File: src/rtl/if_pkg.sv
// Shared types and constants for the instruction-fetch stage.
package if_pkg;

  localparam int unsigned XLEN_DEFAULT = 64;
  localparam int unsigned ILEN_DEFAULT = 32;

  // Fetch FSM: IDLE may issue, WAIT has one request outstanding,
  // DROP has an outstanding response that must be thrown away.
  typedef enum logic [1:0] {
    IDLE,
    WAIT,
    DROP
  } if_state_t;

  typedef struct packed {
    logic [XLEN_DEFAULT-1:0] pc;
    logic [ILEN_DEFAULT-1:0] instr;
  } fq_entry_t;

  // addi x0, x0, 0 -- presented to decode whenever no entry is valid
  localparam logic [31:0] NOP_INSTR = 32'h0000_0013;

endpackage

File: src/rtl/if_fetch_queue.sv
// Small synchronous FIFO holding fetched {pc, instr} entries.
// flush empties the queue in one cycle and takes priority over push/pop.
module if_fetch_queue
  import if_pkg::*;
#(
  parameter int unsigned DEPTH   = 2,
  parameter type         entry_t = fq_entry_t
) (
  input  logic                     clk,
  input  logic                     rst,
  input  logic                     push,
  input  entry_t                   push_data,
  input  logic                     pop,
  input  logic                     flush,
  output entry_t                   head,
  output logic [$clog2(DEPTH):0]   count
);

  localparam int unsigned PW = $clog2(DEPTH);
  localparam int unsigned CW = PW + 1;

  entry_t          mem [DEPTH];
  logic [PW-1:0]   wr_ptr;
  logic [PW-1:0]   rd_ptr;
  logic [CW-1:0]   count_q;

  // Entry storage; stale contents are harmless since count gates visibility
  always_ff @(posedge clk) begin
    if (push) mem[wr_ptr] <= push_data;
  end

  // Pointer and occupancy bookkeeping
  always_ff @(posedge clk or posedge rst) begin
    if (rst) begin
      wr_ptr  <= '0;
      rd_ptr  <= '0;
      count_q <= '0;
    end else if (flush) begin
      wr_ptr  <= '0;
      rd_ptr  <= '0;
      count_q <= '0;
    end else begin
      if (push) wr_ptr <= wr_ptr + PW'(1);
      if (pop)  rd_ptr <= rd_ptr + PW'(1);
      case ({push, pop})
        2'b10:   count_q <= count_q + CW'(1);
        2'b01:   count_q <= count_q - CW'(1);
        default: count_q <= count_q;
      endcase
    end
  end

  assign head  = mem[rd_ptr];
  assign count = count_q;

endmodule

File: src/rtl/if_fetch_unit.sv
// Instruction-fetch stage: issues one imem request at a time, queues
// responses with their PCs, and feeds decode over valid/ready.
// Optional performance counters are enabled by defining IF_FETCH_PERF_EN.
module if_fetch_unit
  import if_pkg::*;
#(
  parameter int unsigned XLEN     = XLEN_DEFAULT,
  parameter int unsigned ILEN     = ILEN_DEFAULT,
  parameter int unsigned FQ_DEPTH = 2,
  parameter int unsigned PC_INC   = 4
) (
  input  logic            clk,
  input  logic            rst,
  input  logic [XLEN-1:0] pc,
  input  logic            redirect_valid,
  input  logic [XLEN-1:0] redirect_pc,
  output logic [XLEN-1:0] pc_next,
  output logic            pc_stall,
  output logic            imem_req_valid,
  output logic [XLEN-1:0] imem_req_addr,
  input  logic            imem_req_ready,
  input  logic            imem_rsp_valid,
  input  logic [ILEN-1:0] imem_rsp_data,
  output logic            id_valid,
  output logic [XLEN-1:0] id_pc,
  output logic [ILEN-1:0] id_instr,
  input  logic            id_ready
`ifdef IF_FETCH_PERF_EN
  ,
  output logic [63:0]     perf_fetch_cnt,
  output logic [31:0]     perf_drop_cnt,
  output logic [31:0]     perf_stall_cnt
`endif
);

  localparam int unsigned CW = $clog2(FQ_DEPTH) + 1;
  localparam logic [CW-1:0] FQ_FULL = CW'(FQ_DEPTH);

  typedef struct packed {
    logic [XLEN-1:0] pc;
    logic [ILEN-1:0] instr;
  } entry_t;

  if_state_t       state_q, state_d;
  logic [XLEN-1:0] req_pc;
  logic [CW-1:0]   count;
  entry_t          head;
  entry_t          push_data;
  logic            push, pop, fire, q_full;

  assign q_full = (count >= FQ_FULL);

  // Issue only from IDLE with a free slot; reset also holds the request low
  assign imem_req_valid = !rst && (state_q == IDLE) && !q_full && !redirect_valid;
  assign imem_req_addr  = pc;
  assign fire           = imem_req_valid && imem_req_ready;

  assign pc_next  = redirect_valid ? redirect_pc : pc + XLEN'(PC_INC);
  assign pc_stall = !(fire || redirect_valid);

  assign id_valid = (count != '0) && !redirect_valid;
  assign id_pc    = head.pc;
  assign id_instr = id_valid ? head.instr : ILEN'(NOP_INSTR);
  assign pop      = id_valid && id_ready;

  assign push_data = '{pc: req_pc, instr: imem_rsp_data};

  // State register
  always_ff @(posedge clk or posedge rst) begin
    if (rst) state_q <= IDLE;
    else     state_q <= state_d;
  end

  // Next-state and push decision
  always_comb begin
    state_d = state_q;
    push    = 1'b0;
    case (state_q)
      IDLE: begin
        if (fire) state_d = WAIT;
      end
      WAIT: begin
        if (imem_rsp_valid) begin
          state_d = IDLE;
          push    = !redirect_valid;
        end else if (redirect_valid) begin
          state_d = DROP;
        end
      end
      DROP: begin
        if (imem_rsp_valid) state_d = IDLE;
      end
      default: state_d = IDLE;
    endcase
  end

  // Capture the PC of the request just accepted
  always_ff @(posedge clk or posedge rst) begin
    if (rst)       req_pc <= '0;
    else if (fire) req_pc <= pc;
  end

  if_fetch_queue #(
    .DEPTH   (FQ_DEPTH),
    .entry_t (entry_t)
  ) u_fetch_queue (
    .clk       (clk),
    .rst       (rst),
    .push      (push),
    .push_data (push_data),
    .pop       (pop),
    .flush     (redirect_valid),
    .head      (head),
    .count     (count)
  );

`ifdef IF_FETCH_PERF_EN
  logic drop_evt;
  assign drop_evt = imem_rsp_valid &&
                    ((state_q == DROP) || ((state_q == WAIT) && redirect_valid));

  // Free-running event counters, wrapping on overflow
  always_ff @(posedge clk or posedge rst) begin
    if (rst) begin
      perf_fetch_cnt <= '0;
      perf_drop_cnt  <= '0;
      perf_stall_cnt <= '0;
    end else begin
      if (fire)     perf_fetch_cnt <= perf_fetch_cnt + 64'd1;
      if (drop_evt) perf_drop_cnt  <= perf_drop_cnt + 32'd1;
      if (q_full)   perf_stall_cnt <= perf_stall_cnt + 32'd1;
    end
  end
`endif

endmodule

File: config.mk
export PLATFORM = sky130hd
export DESIGN_NAME = if_fetch_unit
export DESIGN_NICKNAME = d
export VERILOG_FILES = /design/src/rtl/if_pkg.sv /design/src/rtl/if_fetch_queue.sv /design/src/rtl/if_fetch_unit.sv
export SDC_FILE = /design/constraint.sdc
export NUM_CORES = 1
export LEC_CHECK = 0
export CORE_UTILIZATION = 47
export DETAILED_ROUTE_END_ITERATION = 16
export PLACE_DENSITY = 0.81
export SLEW_MARGIN = 20
export SYNTH_ARGS = -nofsm -noshare
export SYNTH_HDL_FRONTEND = slang
export SYNTH_SLANG_ARGS = --single-unit
File: constraint.sdc
create_clock -name clk -period 9.34 [get_ports clk]
set_input_delay 1.401 -clock clk [delete_from_list [all_inputs] [get_ports clk]]
set_output_delay 1.401 -clock clk [all_outputs]
set_load 0.01 [all_outputs]
Yosys cells after proc, flatten, opt, wreduce, memory -nomap -nowiden --
Memories as Yosys holds them, arrays and structs flattened. Index checks and enable logic that the tools add are counted.
Word-level totals: bits in registers 70, memory bits (writable) 192, input bits 166, output and inout port bits 227, word-level logic and storage cells 53, memories 1
Memories:
- u_fetch_queue.mem | words 2, bits a word 96, rd ports 1, clocked after Yosys merged registers in 0, write ports 1, line if_fetch_queue.sv:22 | entry_t mem [DEPTH];
Cells by class: $add $sub $neg 5, $lt $le $gt $ge 1, equal/unequal tests 7, multiplexer cells 17, reduce and logical (&&, ||, !) cells 17
Operators by type and width (count):
- 64-bit by 3-bit adder with 64-bit output (second input constant) | 1
- 64-bit 2-to-1 mux | 1
- 32-bit 2-to-1 mux | 1
- 2-bit 2-to-1 mux | 5
- 1-bit 2-to-1 mux | 8
- 1-bit logical AND | 6
- 2-bit case mux with 3 select lines | 1
- 2-bit nonzero test | 3
- 2-bit by 1-bit == test with 1-bit output (second input constant) | 2
- 2-bit == test (second input constant) | 2
- 1-bit logical NOT | 4
- 2-bit != test (second input constant) | 2
- 2-bit case mux with 2 select lines | 1
- 3-bit != test (second input constant) | 1
- 3-bit AND reduction | 1
- 3-bit nonzero test | 1
- 1-bit adder (second input constant) | 2
- 2-bit by 1-bit adder with 2-bit output (second input constant) | 1
- 2-bit >= comparator (second input constant) | 1
- 2-bit logical NOT | 1
- 2-bit by 1-bit subtractor with 2-bit output (second input constant) | 1
- 1-bit logical OR | 1

Logic depth before layout (Yosys ltp) --
Gate-level depths: netlist (run 1).
depth in word-level cells 7, gate-level depth with buffers 8, mapped depth without buffers 6

Hierarchy --
A second synthesis (run 1) with hierarchy kept.
Second synthesis, totals: cell total of the unflattened synthesis 960, area total of the unflattened synthesis 12540.8 um^2
By module, submodules not included:
- if_fetch_queue | instances 1, cells an instance 319, area each 7244.4 um^2, seq. area each 5865.6 um^2
- if_fetch_unit | instances 1, cells an instance 641, area each 5296.3 um^2, seq. area each 1651.6 um^2

Least setup slack after synthesis (run 1) --
OpenSTA, ideal clock, no wires.
path type input-to-reg, start input redirect_valid, end memory u_fetch_queue.mem[1][0] in the netlist's numbering (enable), library setup time 688 ps, arrival 9009 ps, required time 8652 ps, slack -357 ps, cell stages on the path 4, buffers on the path 3, cells stage by stage clkbuf_1 > clkbuf_1 > clkbuf_1 > nor3b_1
Between the ends: word-level cells in the longest chain between the ends 5
Ends and longest elaborated chain:
- start, declared | line if_fetch_unit.sv:15 | input logic redirect_valid,
- 1-bit logical NOT | line if_fetch_unit.sv:85 | push = !redirect_valid;
- 1-bit 2-to-1 mux | line if_fetch_unit.sv:83 | if (imem_rsp_valid) begin
- 1-bit 2-to-1 mux | line if_fetch_unit.sv:78 | case (state_q)
- 1-bit 2-to-1 mux | line if_fetch_queue.sv:29 | if (push) mem[wr_ptr] <= push_data;
- 1-bit 2-to-1 mux (implied by the code) | line if_fetch_queue.sv:29
- end, declared | line if_fetch_queue.sv:22
No other way between the ends.

Worst setup path in the final report (run 1) --
start input pc[2], end output pc_next[50]
Between the ends: word-level cells in the longest chain between the ends 2
Ends and longest elaborated chain:
- start, declared | line if_fetch_unit.sv:14 | input logic [XLEN-1:0] pc,
- 64-bit by 3-bit adder with 64-bit output | line if_fetch_unit.sv:58 | assign pc_next = redirect_valid ? redirect_pc : pc + XLEN'(PC_INC);
- 64-bit 2-to-1 mux | line if_fetch_unit.sv:58
- end, declared | line if_fetch_unit.sv:17 | output logic [XLEN-1:0] pc_next,
No other way between the ends.

==> results.sh, run 1 <==
export IMPL_status="finished, final reports clean"
export IMPL_slew_headroom=0.314
export IMPL_grt_setup_unrepaired="no"
export IMPL_p_sw_frac=0.229
export IMPL_synth_cell_types=47
export IMPL_synth_edff_count=192
export IMPL_cts_setup_buffers=0
export IMPL_antenna_found_initial=1
export IMPL_layout_drive_gt1_share=0.142
export IMPL_first_global_vias=9137
export IMPL_overflow=0
export IMPL_p_switching_uw=645
export IMPL_grt_max_degree=72
export IMPL_yosysTopAreaCell="edfxtp_1"
export IMPL_yosys_most_used_dff="edfxtp_1"
export IMPL_grt_pass1_wl_mm=51.7
export IMPL_fin_nets=1437
export IMPL_critPathLaunchType="input pin"
export IMPL_initial_core_util=0.485
export IMPL_cts_htree_levels=1
export IMPL_fmax_ghz=0.148
export IMPL_setup_tns_ps=0
export IMPL_drc=0
export IMPL_routedWlPerCell_um=21.4
export IMPL_cts_sinks=262
export IMPL_n_fill_cell=1896
export IMPL_seq_area_um2=7520
export IMPL_cts_buffers=27
export IMPL_synth_seq_area_share=0.608
export IMPL_vias_per_cell=5.54
export IMPL_ys_async_sr_fraction=0.267
export IMPL_hold_class="reg2reg"
export IMPL_synthMostInstantiatedCell="edfxtp_1"
export IMPL_synthTopCellsByCount="192 x edfxtp_1, 127 x mux2_2, 88 x nand2_1, 70 x dfrtp_1, 65 x buf_4"
export IMPL_drv_slew=0
export IMPL_path_class="in2out"
export IMPL_synth_warnings=0
export IMPL_peakVddDrop_uv=125
export IMPL_cts_repair_resized=0
export IMPL_groute_usage_overall=0.254
export IMPL_clock_skew_ps=9.62
export IMPL_worst_r2r_path_depth=4
export IMPL_cap_violations=0
export IMPL_clk_latency_ps=520
export IMPL_comb_power_share=0.136
export IMPL_seqPwrFrac=0.503
export IMPL_rows=58
export IMPL_dr_total_vias=8974
export IMPL_postLayoutCoreUtil=0.665
export IMPL_drtAntennaViolNets=0
export IMPL_setup_violations=0
export IMPL_portBuffers=392
export IMPL_synth_area_leaders="edfxtp_1 47%, dfrtp_1 14%, mux2_2 12%, buf_4 3.9%, mux2i_1 3.2%"
export IMPL_power_density_nw_per_um2=166
export IMPL_synthToLayoutAreaGrowth_pct=37.1
export IMPL_synth_nets=1121
export IMPL_critPathRequiredTime_ps=7940
export IMPL_syn_area_per_cell_um2=13.0
export IMPL_drt_pass1_iter_count=5
export IMPL_pwr_share_clk=0.361
export IMPL_worstHoldPathCells=0
export IMPL_leakage_nw=5.85
export IMPL_hpwl_mm=24.4
export IMPL_synth_largest_type_area_fraction=0.467
export IMPL_wl_mm=34.6
export IMPL_io_pins=393
export IMPL_cts_tree="built"
export IMPL_crit_arrival_ps=5340
export IMPL_worstMarginPinSlew_ps=1030
export IMPL_period_share=0.722
export IMPL_cts_buffer_depth=3
export IMPL_path_max_fanout=10
export IMPL_dieArea_um2=26900
export IMPL_endpoint_kind="output port"
export IMPL_syn_inst=954
export IMPL_die_y_um=164
export IMPL_gp_congestion=0.820
export IMPL_synth_seq_cells=262
export IMPL_multi_input_area_um2=4150
export IMPL_die_w_um=164
export IMPL_timing_final_crit_period_ps=6740
export IMPL_ctsHoldBuffers=0
export IMPL_root_buffer="clkbuf_16"
export IMPL_timing_final_hold_violations=0
export IMPL_p_int_mw=2.17
export IMPL_core_um2=25500
export IMPL_drt_iter0_markers=607
export IMPL_syn_area_um2=12400
export IMPL_path_clk_slew_ps=60
==> state kept, by name, indices dropped and copies added, names as in the netlist <==
name,flops
u_fetch_queue.wr_ptr,1
state_q,2
u_fetch_queue.rd_ptr,1
u_fetch_queue.mem,192
req_pc,64
u_fetch_queue.count,2
==> per-layer routing <==
metal | wire length [µm] | vias to the layer above | global-route usage
li1 | - | 4093 | -
met2 | 17500 | 416 | 0.459
met5 | 0 | - | 0
met1 | 13400 | 4408 | 0.299
met3 | 2960 | 57 | 0.0641
met4 | 823 | 0 | 0.0678
==> area by class of cell <==
cell class / instances / share of cell area
sequential: 262 / 0.444
multi-input combinational: 569 / 0.245
timing repair buffer: 400 / 0.235
clock buffer: 35 / 0.0417
tap: 330 / 0.0244
clock inverter: 14 / 0.00702
inverter: 10 / 0.00229
antenna: 1 / 0.000148
==> cells in the final DEF (no fill, tap or decap), types with 2 or more instances in the layout <==
cell type / instances
or3_1: 2
nor3_1: 15
nor2_1: 54
nand3_1: 22
xor2_1: 16
o31ai_1: 6
clkinvlp_4: 2
clkinv_1: 5
a31oi_1: 6
nor3b_1: 2
clkbuf_1: 8
and3_1: 7
a21oi_1: 4
nand2_1: 87
inv_1: 9
nor2b_1: 10
xnor2_1: 27
and4_1: 8
mux2_2: 127
or4_1: 15
o21ai_0: 47
clkdlybuf4s50_1: 391
clkinv_2: 6
nor4_1: 21
dfrtp_1: 69
nand4_1: 20
mux2i_1: 40
a221o_1: 2
clkbuf_16: 27
bufinv_16: 2
edfxtp_1: 192
nand2b_1: 3
a22oi_1: 5
o31a_1: 3
buf_4: 9
==> power by group through the flow <==
stage               combinational [mW]  clock [mW]  sequential [mW]
global placement                 0.376           0             1.43
global route                     0.411        1.08             1.42
floorplan                        0.184           0             1.42
finish                           0.382        1.02             1.41
detailed placement               0.383           0             1.44
CTS                              0.386        1.03             1.41
==> logic make-up (layout without fill, tap and decap cells) <==
kind of cell,count (synthesis),in the layout,share of synthesized area
buffers and inverters,123,459,0.0576
xor gates and xnor gates,43,43,0.0305
muxes,167,167,0.148
adders and majority gates,1,1,0.00101
and+or+nand+nor,277,277,0.115
DFF,262,262,0.608
AOI/OAI and AO/OA,81,81,0.0394
other,0,1,0
==> stage by stage <==
step | hold WS (ps) | std cells | total power, mW | setup slack, ps | area (µm²)
after floorplan | 437 | 954 | 1.60 | 116 | 12400
after global placement | 441 | 1571 | 1.80 | 2780 | 16100
after detailed placement | 449 | 1571 | 1.82 | 2640 | 16100
after CTS | 463 | 1620 | 2.83 | 2630 | 16900
after global routing | 479 | 1621 | 2.91 | 2510 | 16900
final | 466 | 1621 | 2.81 | 2600 | 16900
==> worst max-delay path, stage by stage <==
cell and delay, ps:
clkdlybuf4s50_1 600, ha_1 300, nand4_1 260, or4_1 830, or3_1 620, or4_1 540, a31oi_1 210, clkdlybuf4s50_1 560
==> path summary, 6_finish.rpt <==
check / endpoint / from / slack, ps
hold / removal: u_fetch_queue.mem[0][34] / req_pc[2] / 470
max in group asynchronous: req_pc[62] / rst / 7030
setup / recovery: pc_next[50] / pc[2] / 2600
min in group asynchronous: u_fetch_queue.wr_ptr / rst / 1230
hold reg to reg: u_fetch_queue.mem[0][34] / req_pc[2] / 470
setup reg to reg: req_pc[8] / u_fetch_queue.count[1] / 6800
Note: power is estimated with default switching activity, not from simulation.
==> run 2, diff against run 1 <==
--- a/config.mk
+++ b/config.mk
@@ -5,9 +5,9 @@
 export SDC_FILE = /design/constraint.sdc
 export NUM_CORES = 1
 export LEC_CHECK = 0
-export CORE_UTILIZATION = 47
+export CORE_UTILIZATION = 42
 export DETAILED_ROUTE_END_ITERATION = 16
-export PLACE_DENSITY = 0.81
+export PLACE_DENSITY = 0.76
 export SLEW_MARGIN = 20
 export SYNTH_ARGS = -nofsm -noshare
 export SYNTH_HDL_FRONTEND = slang
==> constraint.sdc (replaced) <==
create_clock -name clk -period 6 [get_ports clk]
set_input_delay 0.9 -clock clk [delete_from_list [all_inputs] [get_ports clk]]
set_output_delay 0.9 -clock clk [all_outputs]
set_load 0.01 [all_outputs]
==> results.sh, run 2 (same netlist as run 1, synthesis figures left out) <==
export IMPL_period_share=0.913
export IMPL_vias_per_cell=5.32
export IMPL_cts_htree_levels=1
export IMPL_routedWlPerCell_um=20.8
export IMPL_final_cell_area_um2=17200
export IMPL_worstMarginPinSlew_ps=1010
export IMPL_r2r_setup_slack_ps=3420
export IMPL_overflow=0
export IMPL_path_clk_slew_ps=60
export IMPL_critPathLaunchType="input pin"
export IMPL_antenna_found_initial=0
export IMPL_timing_final_crit_period_ps=5480
export IMPL_slew_headroom=0.324
export IMPL_rr_startpoint="u_fetch_queue.count[1]"
export IMPL_ctsHoldBuffers=0
export IMPL_initial_core_util=0.428
export IMPL_worstHoldPathCells=0
export IMPL_grt_pass1_wl_mm=52.6
export IMPL_synthToLayoutAreaGrowth_pct=38.9
export IMPL_cts_buffers=27
export IMPL_dpl_instance_area_um2=16200
export IMPL_hold_path_endpoint="u_fetch_queue.mem[0][36]"
export IMPL_core_um2=28900
export IMPL_drt_iter0_markers=477
export IMPL_reg_top3="u_fetch_queue.mem x192, req_pc x64"
export IMPL_timing_final_hold_violations=0
export IMPL_grt_setup_unrepaired="no"
export IMPL_cts_sinks=262
export IMPL_drc=0
export IMPL_hold_path_startpoint="req_pc[4]"
export IMPL_drv_slew=0
export IMPL_cts_setup_buffers=0
export IMPL_cts_repair_resized=0
export IMPL_crit_arrival_ps=4580
export IMPL_hpwl_mm=24.7
export IMPL_endpoint_kind="output port"
export IMPL_rr_endpoint="req_pc[20]"
export IMPL_cap_violations=0
export IMPL_gp_congestion=0.838
export IMPL_final_cell_mix="391 x clkdlybuf4s50_1, 192 x edfxtp_1, 127 x mux2_2"
export IMPL_drt_pass1_iter_count=4
export IMPL_clk_latency_ps=530
export IMPL_peakVddDrop_uv=182
export IMPL_die_w_um=174
export IMPL_status="finished, final reports clean"
export IMPL_hold_class="reg2reg"
export IMPL_leakage_nw=5.93
export IMPL_root_buffer="clkbuf_16"
export IMPL_setup_violations=0
export IMPL_drtAntennaViolNets=0
export IMPL_layout_commonest_cell="clkdlybuf4s50_1"
export IMPL_first_global_vias=9061
export IMPL_portBuffers=392
export IMPL_path_max_fanout=10
export IMPL_io_pins=393
export IMPL_setup_tns_ps=0
export IMPL_grt_max_degree=72
export IMPL_wl_mm=34.9
export IMPL_fin_nets=1445
export IMPL_die_y_um=174
export IMPL_clock_skew_ps=13.7
export IMPL_cts_buffer_depth=3
export IMPL_rows=62
export IMPL_top_register="u_fetch_queue.mem"
export IMPL_layout_drive_gt1_share=0.154
export IMPL_fmax_ghz=0.183
export IMPL_worst_r2r_path_depth=4
export IMPL_critPathRequiredTime_ps=5100
export IMPL_path_class="in2out"
export IMPL_dr_total_vias=8947
export IMPL_antennaDiodeCount=0
export IMPL_largest_reg_flops=192
export IMPL_groute_usage_overall=0.228
export IMPL_cts_tree="built"
export IMPL_power_density_nw_per_um2=262
export IMPL_cp_startpoint="pc[3]"
export IMPL_dieArea_um2=30100
[run 2: critical path: stages]
cell and delay (ps):
clkdlybuf4s50_1 580, ha_1 360, nand4_1 250, or4_1 630, or3_1 590, or4_1 530, a31oi_1 170, clkdlybuf4s50_1 560
[run 2: power breakdown]
part           leakage, nW  internal (mW)  switching [mW]  total (mW)
Combinational         2.91          0.342           0.257       0.599
Sequential            2.58           2.12          0.0769        2.20
Clock                0.447           1.00           0.686        1.69
Total                 5.93           3.47            1.02        4.49
[run 2: stage by stage]
step	power, mW	setup slack, ps	cells	hold slack [ps]	util
detailed placement	2.83	544	1633	448	0.563
floorplan	2.49	225	954	437	-
global placement	2.81	636	1633	443	0.563
finish	4.49	522	1682	459	0.594
global route	4.64	419	1682	460	0.594
CTS	4.53	523	1682	453	0.594
[run 2: area by class of cell]
| cell class | instances | area [µm²] |
|---|---|---|
| Inverter | 10 | 38.8 |
| Clock buffer | 37 | 785 |
| Fill cell | 2347 | 11700 |
| Multi-Input combinational cell | 569 | 4160 |
| Timing Repair Buffer | 408 | 4040 |
| Sequential cell | 262 | 7520 |
| Clock inverter | 12 | 130 |
| Tap cell | 384 | 480 |
[run 2: worst max-delay path by stage]
stage | end | slack [ps] | cells past startpoint
global route | pc_next[50] | 420 | 8
CTS | pc_next[50] | 520 | 8
detailed placement | pc_next[50] | 540 | 8
floorplan | u_fetch_queue.mem[0][0] | 230 | 4
global placement | pc_next[48] | 640 | 7
finish | pc_next[50] | 520 | 8
[run 2: layer usage]
| metal | vias to the layer above | GRT usage | share of wire |
|---|---|---|---|
| met2 | 393 | 0.401 | 0.50 |
| li1 | 4120 | - | - |
| met1 | 4381 | 0.283 | 0.41 |
| met5 | - | 0 | 0 |
| met3 | 53 | 0.0458 | 0.066 |
| met4 | 0 | 0.0631 | 0.023 |
